===== config.mk =====
export PLATFORM = sky130hd
export DESIGN_NAME = countdown_bcd
export DESIGN_NICKNAME = d
export VERILOG_FILES = /design/src/rtl/countdown_bcd_pkg.sv /design/src/rtl/countdown_bcd_dec_digit.sv /design/src/rtl/countdown_bcd.sv
export SDC_FILE = /design/constraint.sdc
export NUM_CORES = 1
export LEC_CHECK = 0
export BUFFER_PORTS_ARGS = -buffer_cell sky130_fd_sc_hd__buf_4
export CAP_MARGIN = 20
export CELL_PAD_IN_SITES_DETAIL_PLACEMENT = 2
export CELL_PAD_IN_SITES_GLOBAL_PLACEMENT = 2
export CORE_UTILIZATION = 32
export DETAILED_ROUTE_END_ITERATION = 16
export PLACE_DENSITY = 0.74
export SYNTH_ARGS = -nofsm -noshare
export SYNTH_HDL_FRONTEND = slang
export SYNTH_SLANG_ARGS = --single-unit

===== constraint.sdc =====
create_clock -name clk -period 2 [get_ports clk]
set_input_delay 0.4 -clock clk [delete_from_list [all_inputs] [get_ports clk]]
set_output_delay 0.4 -clock clk [all_outputs]
set_load 0.02 [all_outputs]

===== src/rtl/countdown_bcd_pkg.sv =====
// Shared constants for the BCD countdown timer and its start/pause controller.
// Holds the FSM state encodings and the count-enable level values.
package countdown_bcd_pkg;

    typedef enum logic [1:0] {
        ST_HOLD = 2'd0,
        ST_RUN  = 2'd1,
        ST_DONE = 2'd2
    } cd_state_e;

    localparam logic CE_COUNT = 1'b1;
    localparam logic CE_PAUSE = 1'b0;

    localparam logic [3:0] BCD_MAX = 4'd9;

endpackage


===== src/rtl/countdown_bcd_dec_digit.sv =====
// One BCD digit of a down-counter: decrement with borrow chaining.
// Purely combinational; the owning module registers the result.
module bcd_dec_digit
    import countdown_bcd_pkg::*;
(
    input  logic [3:0] digit,
    input  logic       borrow_in,
    output logic [3:0] digit_dec,
    output logic       borrow_out,
    output logic       is_zero
);

    // Decrement when asked; 0 rolls to 9 and passes a borrow upward.
    always_comb begin
        is_zero    = (digit == 4'd0);
        borrow_out = borrow_in & is_zero;
        digit_dec  = digit;
        if (borrow_in) begin
            if (is_zero) begin
                digit_dec = BCD_MAX;
            end else begin
                digit_dec = digit - 4'd1;
            end
        end
    end

endmodule


===== src/rtl/countdown_bcd.sv =====
// Two-digit BCD countdown timer with HOLD/RUN/DONE control.
// Ticks decrement only while running; reload restores the start value.
module countdown_bcd
    import countdown_bcd_pkg::*;
#(
    parameter logic [3:0] START_TENS = 4'd3,
    parameter logic [3:0] START_ONES = 4'd0
) (
    input  logic       clk,
    input  logic       rst,
    input  logic       count_enable,
    input  logic       tick,
    input  logic       reload,
    output logic [3:0] digit1,
    output logic [3:0] digit0,
    output logic       done,
    output logic [1:0] state_o
);

    cd_state_e  state_q;
    cd_state_e  state_d;
    logic [3:0] tens_q;
    logic [3:0] ones_q;
    logic [3:0] tens_d;
    logic [3:0] ones_d;
    logic       done_d;

    logic       dec_en;
    logic [3:0] ones_dec;
    logic [3:0] tens_dec;
    logic       ones_borrow;
    logic       tens_borrow;
    logic       ones_zero;
    logic       tens_zero;
    logic       value_zero;
    logic       value_one;

    assign value_zero = tens_zero & ones_zero;
    assign value_one  = tens_zero & (ones_q == 4'd1);

    // A tick is accepted only while running, enabled and not overridden.
    assign dec_en = (state_q == ST_RUN)
                  & (count_enable == CE_COUNT)
                  & tick
                  & ~reload
                  & ~value_zero;

    bcd_dec_digit u_ones (
        .digit      (ones_q),
        .borrow_in  (dec_en),
        .digit_dec  (ones_dec),
        .borrow_out (ones_borrow),
        .is_zero    (ones_zero)
    );

    bcd_dec_digit u_tens (
        .digit      (tens_q),
        .borrow_in  (ones_borrow),
        .digit_dec  (tens_dec),
        .borrow_out (tens_borrow),
        .is_zero    (tens_zero)
    );

    // Next state and next digits; reload overrides everything else.
    always_comb begin
        state_d = state_q;
        tens_d  = tens_q;
        ones_d  = ones_q;
        if (reload) begin
            state_d = ST_HOLD;
            tens_d  = START_TENS;
            ones_d  = START_ONES;
        end else begin
            unique case (state_q)
                ST_HOLD: begin
                    if (count_enable == CE_COUNT) begin
                        state_d = value_zero ? ST_DONE : ST_RUN;
                    end
                end
                ST_RUN: begin
                    if (count_enable == CE_PAUSE) begin
                        state_d = ST_HOLD;
                    end else if (value_zero) begin
                        state_d = ST_DONE;
                    end else if (tick) begin
                        tens_d = tens_borrow ? tens_q : tens_dec;
                        ones_d = ones_dec;
                        if (value_one) begin
                            state_d = ST_DONE;
                        end
                    end
                end
                ST_DONE: begin
                    tens_d = 4'd0;
                    ones_d = 4'd0;
                end
                default: begin
                    state_d = ST_HOLD;
                    tens_d  = START_TENS;
                    ones_d  = START_ONES;
                end
            endcase
        end
        done_d = (state_d == ST_DONE);
    end

    // State, digit and done registers; reset loads the start value.
    always_ff @(posedge clk or posedge rst) begin
        if (rst) begin
            state_q <= ST_HOLD;
            tens_q  <= START_TENS;
            ones_q  <= START_ONES;
            done    <= 1'b0;
        end else begin
            state_q <= state_d;
            tens_q  <= tens_d;
            ones_q  <= ones_d;
            done    <= done_d;
        end
    end

    assign digit1  = tens_q;
    assign digit0  = ones_q;
    assign state_o = state_q;

endmodule

# Word level (Yosys, flattened, before mapping)
# Index checks and enable logic that the tools add are counted.
[totals]
reg_bits = 11
latchBits = 0
ram_bits = 0
rom_bits = 0
input_bits = 5
out_inout_bits = 11
elab_cells = 55
mem_count = 0
[classes]
add_sub_neg = 2
mul = 0
div_mod_pow = 0
n_lt_le_gt_ge = 0
n_eq_ne = 11
shift = 0
n_mux = 23
bitwise_logic = 10
n_reduce_logical = 5
[ops]
columns = ["operator", "count"]
rows = [
  ["$mux W4", 13],
  ["$mux W2", 7],
  ["$ne A3 B3 Y1 const B", 4],
  ["$pmux W4 S3", 1],
  ["$and A1 B1 Y1", 8],
  ["$logic_not A4 Y1", 2],
  ["$pmux W4 S2", 1],
  ["$sub A4 B1 Y4 const B", 2],
  ["$ne A3 B2 Y1 const B", 2],
  ["$pmux W2 S3", 1],
  ["$reduce_and A6 Y1", 1],
  ["$reduce_and A5 Y1", 1],
  ["$eq A2 B2 Y1 const B", 2],
  ["$eq A4 B1 Y1 const B", 1],
  ["$eq A2 B1 Y1 const B", 1],
  ["$logic_not A2 Y1", 1],
  ["$ne A2 B2 Y1 const B", 1],
  ["$not A1 Y1", 2],
]

# Depth between registers and ports, before layout
[depth]
depth_word = 13
ltp_mapped = 8

# By module
# Synthesis repeated with hierarchy kept, for this count alone.
[unflattened]
hier_cells = 97
hier_area_um2 = 859.6
[modules_own_cells]
columns = ["mod", "n_inst", "cells_each", "area_each_um2", "seq_area_each_um2"]
rows = [
  ["countdown_bcd", 1, 73, 679.4, 277.8],
  ["bcd_dec_digit", 2, 12, 90.1, 0.0],
]

# Least setup slack after synthesis
# No wires, ideal clock.
[synth_timing]
path_type = "reg2reg"
start = "reg state_q[0], in the netlist state_o[0]"
end = "reg done"
setup_ps = 119
arrival_time_ps = 1652
path_slack_ps = 229
stages_incl_launch_ff = 8
synth_period_minus_slack_ps = 1771
path_cell_list = "dfrtp_1 -> inv_1 -> ha_1 -> clkbuf_1 -> mux2_2 -> a21oi_1 -> a311oi_2 -> and2_1"
[synth_rtl]
columns = ["item", "line", "rtl"]
rows = [
  ["from (decl)", "countdown_bcd.sv:20", "cd_state_e state_q;"],
  ["from (signal assigned)", "countdown_bcd.sv:115", "state_q <= state_d;"],
  ["$eq A2 B2 Y1, or another cell as far along", "countdown_bcd.sv:74", "unique case (state_q)"],
  ["$pmux W2 S3 (*)", "countdown_bcd.sv:74", ""],
  ["$mux W2 (*)", "countdown_bcd.sv:69", "if (reload) begin"],
  ["net state_d[1]", "countdown_bcd.sv:21", "cd_state_e state_d;"],
  ["$eq A2 B2 Y1 (*)", "countdown_bcd.sv:104", "done_d = (state_d == ST_DONE);"],
  ["net done_d", "countdown_bcd.sv:26", "logic done_d;"],
  ["to (signal assigned)", "countdown_bcd.sv:118", "done <= done_d;"],
  ["to (decl)", "countdown_bcd.sv:16", "output logic done,"],
]
# Mark *: on every way through the listed nets, which the timed path passes. The rest lies on a longest branch.
# A chain may end at the register's enable or synchronous reset.

# Worst setup path after layout
[layout_timing]
start = "reg ones_q[1], in the netlist digit0[1]"
end = "reg done"
[layout_via]
elab_chain_len = 9
[layout_lines]
columns = ["item", "line", "rtl"]
rows = [
  ["from (decl)", "countdown_bcd.sv:23", "logic [3:0] ones_q;"],
  ["from (signal assigned)", "countdown_bcd.sv:117", "ones_q <= ones_d;"],
  ["$eq A4 B1 Y1", "countdown_bcd.sv:39", "assign value_one = tens_zero & (ones_q == 4'd1);"],
  ["$and A1 B1 Y1", "countdown_bcd.sv:39", ""],
  ["$mux W2", "countdown_bcd.sv:88", "if (value_one) begin"],
  ["$mux W2", "countdown_bcd.sv:85", "end else if (tick) begin"],
  ["$mux W2", "countdown_bcd.sv:83", "end else if (value_zero) begin"],
  ["$mux W2", "countdown_bcd.sv:81", "if (count_enable == CE_PAUSE) begin"],
  ["$pmux W2 S3 (*)", "countdown_bcd.sv:74", ""],
  ["$mux W2 (*)", "countdown_bcd.sv:69", ""],
  ["net state_d[1]", "countdown_bcd.sv:21", ""],
  ["$eq A2 B2 Y1 (*)", "countdown_bcd.sv:104", ""],
  ["net done_d", "countdown_bcd.sv:26", ""],
]
# Marks and branches as above.

==> out/qor.json <==
{
  "run_status": {"value": "finished, final reports clean"},
  "synth_instances": {"value": 98},
  "fin_nets": {"value": 135},
  "power.switching_fraction": {"value": 38.9, "unit": "%"},
  "place_ws": {"value": 0.136, "unit": "ns"},
  "grt_pass1_wl": {"value": 4600, "unit": "µm"},
  "final.setup.worst_slack": {"value": 0.195, "unit": "ns"},
  "die_h": {"value": 53.9, "unit": "µm"},
  "setup_viol_count_final": {"value": 0},
  "post_synth_num_cell_types": {"value": 36},
  "synth.yosys.seq_area_share": {"value": 32.2, "unit": "%"},
  "finish.instance_area": {"value": 1100, "unit": "µm²"},
  "grt_start_max_net_pins": {"value": 16},
  "period_minus_slack": {"value": 1.81, "unit": "ns"},
  "layout-drive-gt1-share": {"value": 31.1, "unit": "%"},
  "cts.sinks": {"value": 11},
  "worst_skew_pair.late_latency": {"value": 0.28, "unit": "ns"},
  "tritoncts": {"value": "built"},
  "timing.final.crit_share": {"value": 90.3, "unit": "%"},
  "p_int": {"value": 436, "unit": "µW"},
  "max_stage_delay": {"value": 0.39, "unit": "ns"},
  "vdd_drop_max": {"value": 0.000304, "unit": "V"},
  "maximum_number_of_buffers_from_clock_root_to_sink": {"value": 2},
  "cts.root.buffer_cell": {"value": "clkbuf_4"},
  "comb_power_share": {"value": 38.9, "unit": "%"},
  "synth_largest_type_area_fraction": {"value": 26.1, "unit": "%"},
  "max_slew.worst_pin.slew": {"value": 0.473, "unit": "ns"},
  "critical_path.startpoint_type": {"value": "flop"},
  "starting_utilization_of_the_core_area": {"value": 34.2, "unit": "%"},
  "rsz0062_at_grt": {"value": "no"},
  "hp-class": {"value": "in -> async"},
  "antenna_found_initial": {"value": 0},
  "fmax": {"value": 554, "unit": "MHz"},
  "crit_chain": {"value": "inv_1, ha_1, nor3b_4, buf_4, nand4_1, a311oi_2, and2_1"},
  "report.final.slew_viol_count": {"value": 0},
  "yosysWarnings": {"value": 0},
  "relSlewSlack": {"value": 68.2, "unit": "%"},
  "portBuffers": {"value": 15},
  "timing_worst_setup_path_type": {"value": "reg -> reg"},
  "hold_slack": {"value": 0.125, "unit": "ns"},
  "postSynthNetCount": {"value": 110},
  "via_count_of_the_first_global_routing_pass": {"value": 919},
  "synth_area_leaders": {"value": "dfrtp_1, ha_1, dfstp_2"},
  "insertedDiodeCount": {"value": 0},
  "dieWidth": {"value": 53.9, "unit": "µm"},
  "power_frac_clock": {"value": 24.0, "unit": "%"},
  "dpl_cell_area": {"value": 1070, "unit": "µm²"},
  "clock_pin_slew_on_the_worst_setup_and_hold_paths": {"value": 0.09, "unit": "ns"},
  "drc": {"value": 0},
  "arrival": {"value": 2.02, "unit": "ns"},
  "synth_seq_cells": {"value": 11},
  "fp-row-count": {"value": 18},
  "leakage": {"value": 0.000460, "unit": "µW"},
  "post-cts-setup-buffer-count": {"value": 0},
  "routed_vias": {"value": 857},
  "pwr-share-seq": {"value": 37.1, "unit": "%"},
  "grt_overflow": {"value": 0},
  "globalplace.congestion": {"value": 0.739},
  "htree_num_levels": {"value": 1},
  "average_vias_per_placed_instance": {"value": 5.64},
  "reg2reg_depth": {"value": 7},
  "core_area": {"value": 2520, "unit": "µm²"},
  "cts-buffers-inserted": {"value": 3},
  "fillCellCount": {"value": 302},
  "syn2layout_area_growth": {"value": 27.5, "unit": "%"},
  "detail_route.wirelength": {"value": 2910, "unit": "µm"},
  "detailed_place_hpwl": {"value": 2170, "unit": "µm"},
  "summed_instance_area_of_the_synthesized_netlist": {"value": 863, "unit": "µm²"},
  "synthDominantAreaCellType": {"value": "dfrtp_1"},
  "cp_slowest_cell": {"value": "dfrtp_1"},
  "drtPass1Iterations": {"value": 4},
  "wp_data_required": {"value": 2.22, "unit": "ns"},
  "netsw": {"value": 277, "unit": "µW"},
  "io-pin-count": {"value": 16},
  "fin_setup_tns": {"value": 0, "unit": "ns"},
  "drt_iter0_drc": {"value": 10},
  "design.die.area": {"value": 2910, "unit": "µm²"},
  "p_per_area": {"value": 648, "unit": "nW/µm²"},
  "route.antenna.remaining_nets": {"value": 0},
  "worst-path-max-fanout": {"value": 8},
  "post_synth.cell_area_avg": {"value": 8.81, "unit": "µm²"},
  "routed_wire_length_per_instance": {"value": 19.1, "unit": "µm"},
  "finalHoldViolations": {"value": 0},
  "finalClockSkew": {"value": 0.00253, "unit": "ns"},
  "cp-end-kind": {"value": "flop"},
  "cap_viol_max_count": {"value": 0},
  "grtUsageTotal": {"value": 22.9, "unit": "%"}
}
[layout make-up]
type	instances	area [µm²]	area share [%]
tap	30	37.5	3.41
multi-input combinational	73	538	48.9
timing repair buffer	25	188	17.0
clock buffer	4	26.3	2.39
sequential	11	278	25.2
inverter	9	33.8	3.07
[critical path: cells and delay by family, from the launching register on]
kind | cells | cell delay (ns)
AO/OA/AOI/OAI | 1 | 0.28
buffers and inverters | 2 | 0.30
adder cells (fa/ha/maj) | 1 | 0.19
flip-flops | 1 | 0.39
AND/OR/NAND/NOR | 3 | 0.58
[state kept, by name (all words and copies together) (netlist names)]
name,flops
digit0,4
digit1,4
done,1
state_o,2
[Yosys cell counts, drive strengths merged]
cell type,n
a21oi,10
dfrtp,9
inv,9
ha,7
nor2,7
a211oi,4
o21ai,4
a311oi,3
a31oi,3
clkbuf,3
nand2,3
nor3,3
nor3b,3
or2,3
a41oi,2
buf,2
dfstp,2
nand3,2
nand3b,2
nand4,2
nor2b,2
o211ai,2
o31ai,2
a2111oi,1
a21o,1
and2,1
mux2,1
nand2b,1
nor4,1
nor4bb,1
o311ai,1
or4,1
[routing by layer]
| metal | up-vias | share of wire (%) | track usage, % |
|---|---|---|---|
| met3 | 6 | 2.7 | 3.39 |
| met4 | 0 | 1.5 | 10.1 |
| li1 | 412 | - | - |
| met1 | 425 | 48 | 29.8 |
| met5 | - | 0 | 0 |
| met2 | 14 | 48 | 37.0 |
[power groups by stage]
stage / registers, µW / clock network, µW / logic (µW)
2_1_floorplan: 287 / 0 / 143
3_3_place_gp: 267 / 0 / 265
3_5_place_dp: 269 / 0 / 274
4_1_cts: 264 / 174 / 278
5_1_grt: 267 / 185 / 305
6_report: 264 / 171 / 278
[cell families (layout without fill, tap and decap cells)]
group | count (synthesis) | after routing | share of synthesized area, %
buffers and inverters | 14 | 38 | 6.38
adders and majority gates | 7 | 7 | 10.1
and+or+nand+nor | 32 | 32 | 23.9
AOI/OAI and AO/OA | 33 | 33 | 26.1
muxes | 1 | 1 | 1.30
DFF | 11 | 11 | 32.2
[worst paths after layout]
check	startpoint	to	slack [ns]
setup / recovery	digit0[1]	done	0.19
hold / removal	rst	digit1[2]	0.12
setup reg to reg	digit0[1]	done	0.19
hold reg to reg	digit1[1]	digit1[1]	0.61
max in group asynchronous	rst	digit1[0]	1.53
min in group clk	reload	digit0[0]	0.40
[timing repair]
action | 4_1_cts | 5_1_grt
resized for setup | 0 | 2
setup endpoints to repair | 0 | 2
endpoints found under the hold margin | 0 | 0
hold buffers | 0 | 0
[layout by cell type, fill, tap and decap left out, types with 3 or more instances in the layout]
cell,netlist,final
a211oi_1,4,4
a21oi_1,10,10
buf_4,0,25
nor3_1,3,3
a31oi_1,3,3
nor2_1,7,7
nand2_1,3,3
o21ai_0,3,3
ha_1,7,6
inv_1,9,9
clkbuf_4,0,3
dfrtp_1,9,9
[metrics by stage]
step | total power, µW | std cells | util (%)
6_report | 713 | 152 | 43.7
5_1_grt | 758 | 152 | 43.7
4_1_cts | 716 | 152 | 43.4
3_5_place_dp | 543 | 148 | 42.3
3_3_place_gp | 532 | 148 | 42.3
2_1_floorplan | 430 | 98 | -
Note: power is estimated with default switching activity, not from simulation.
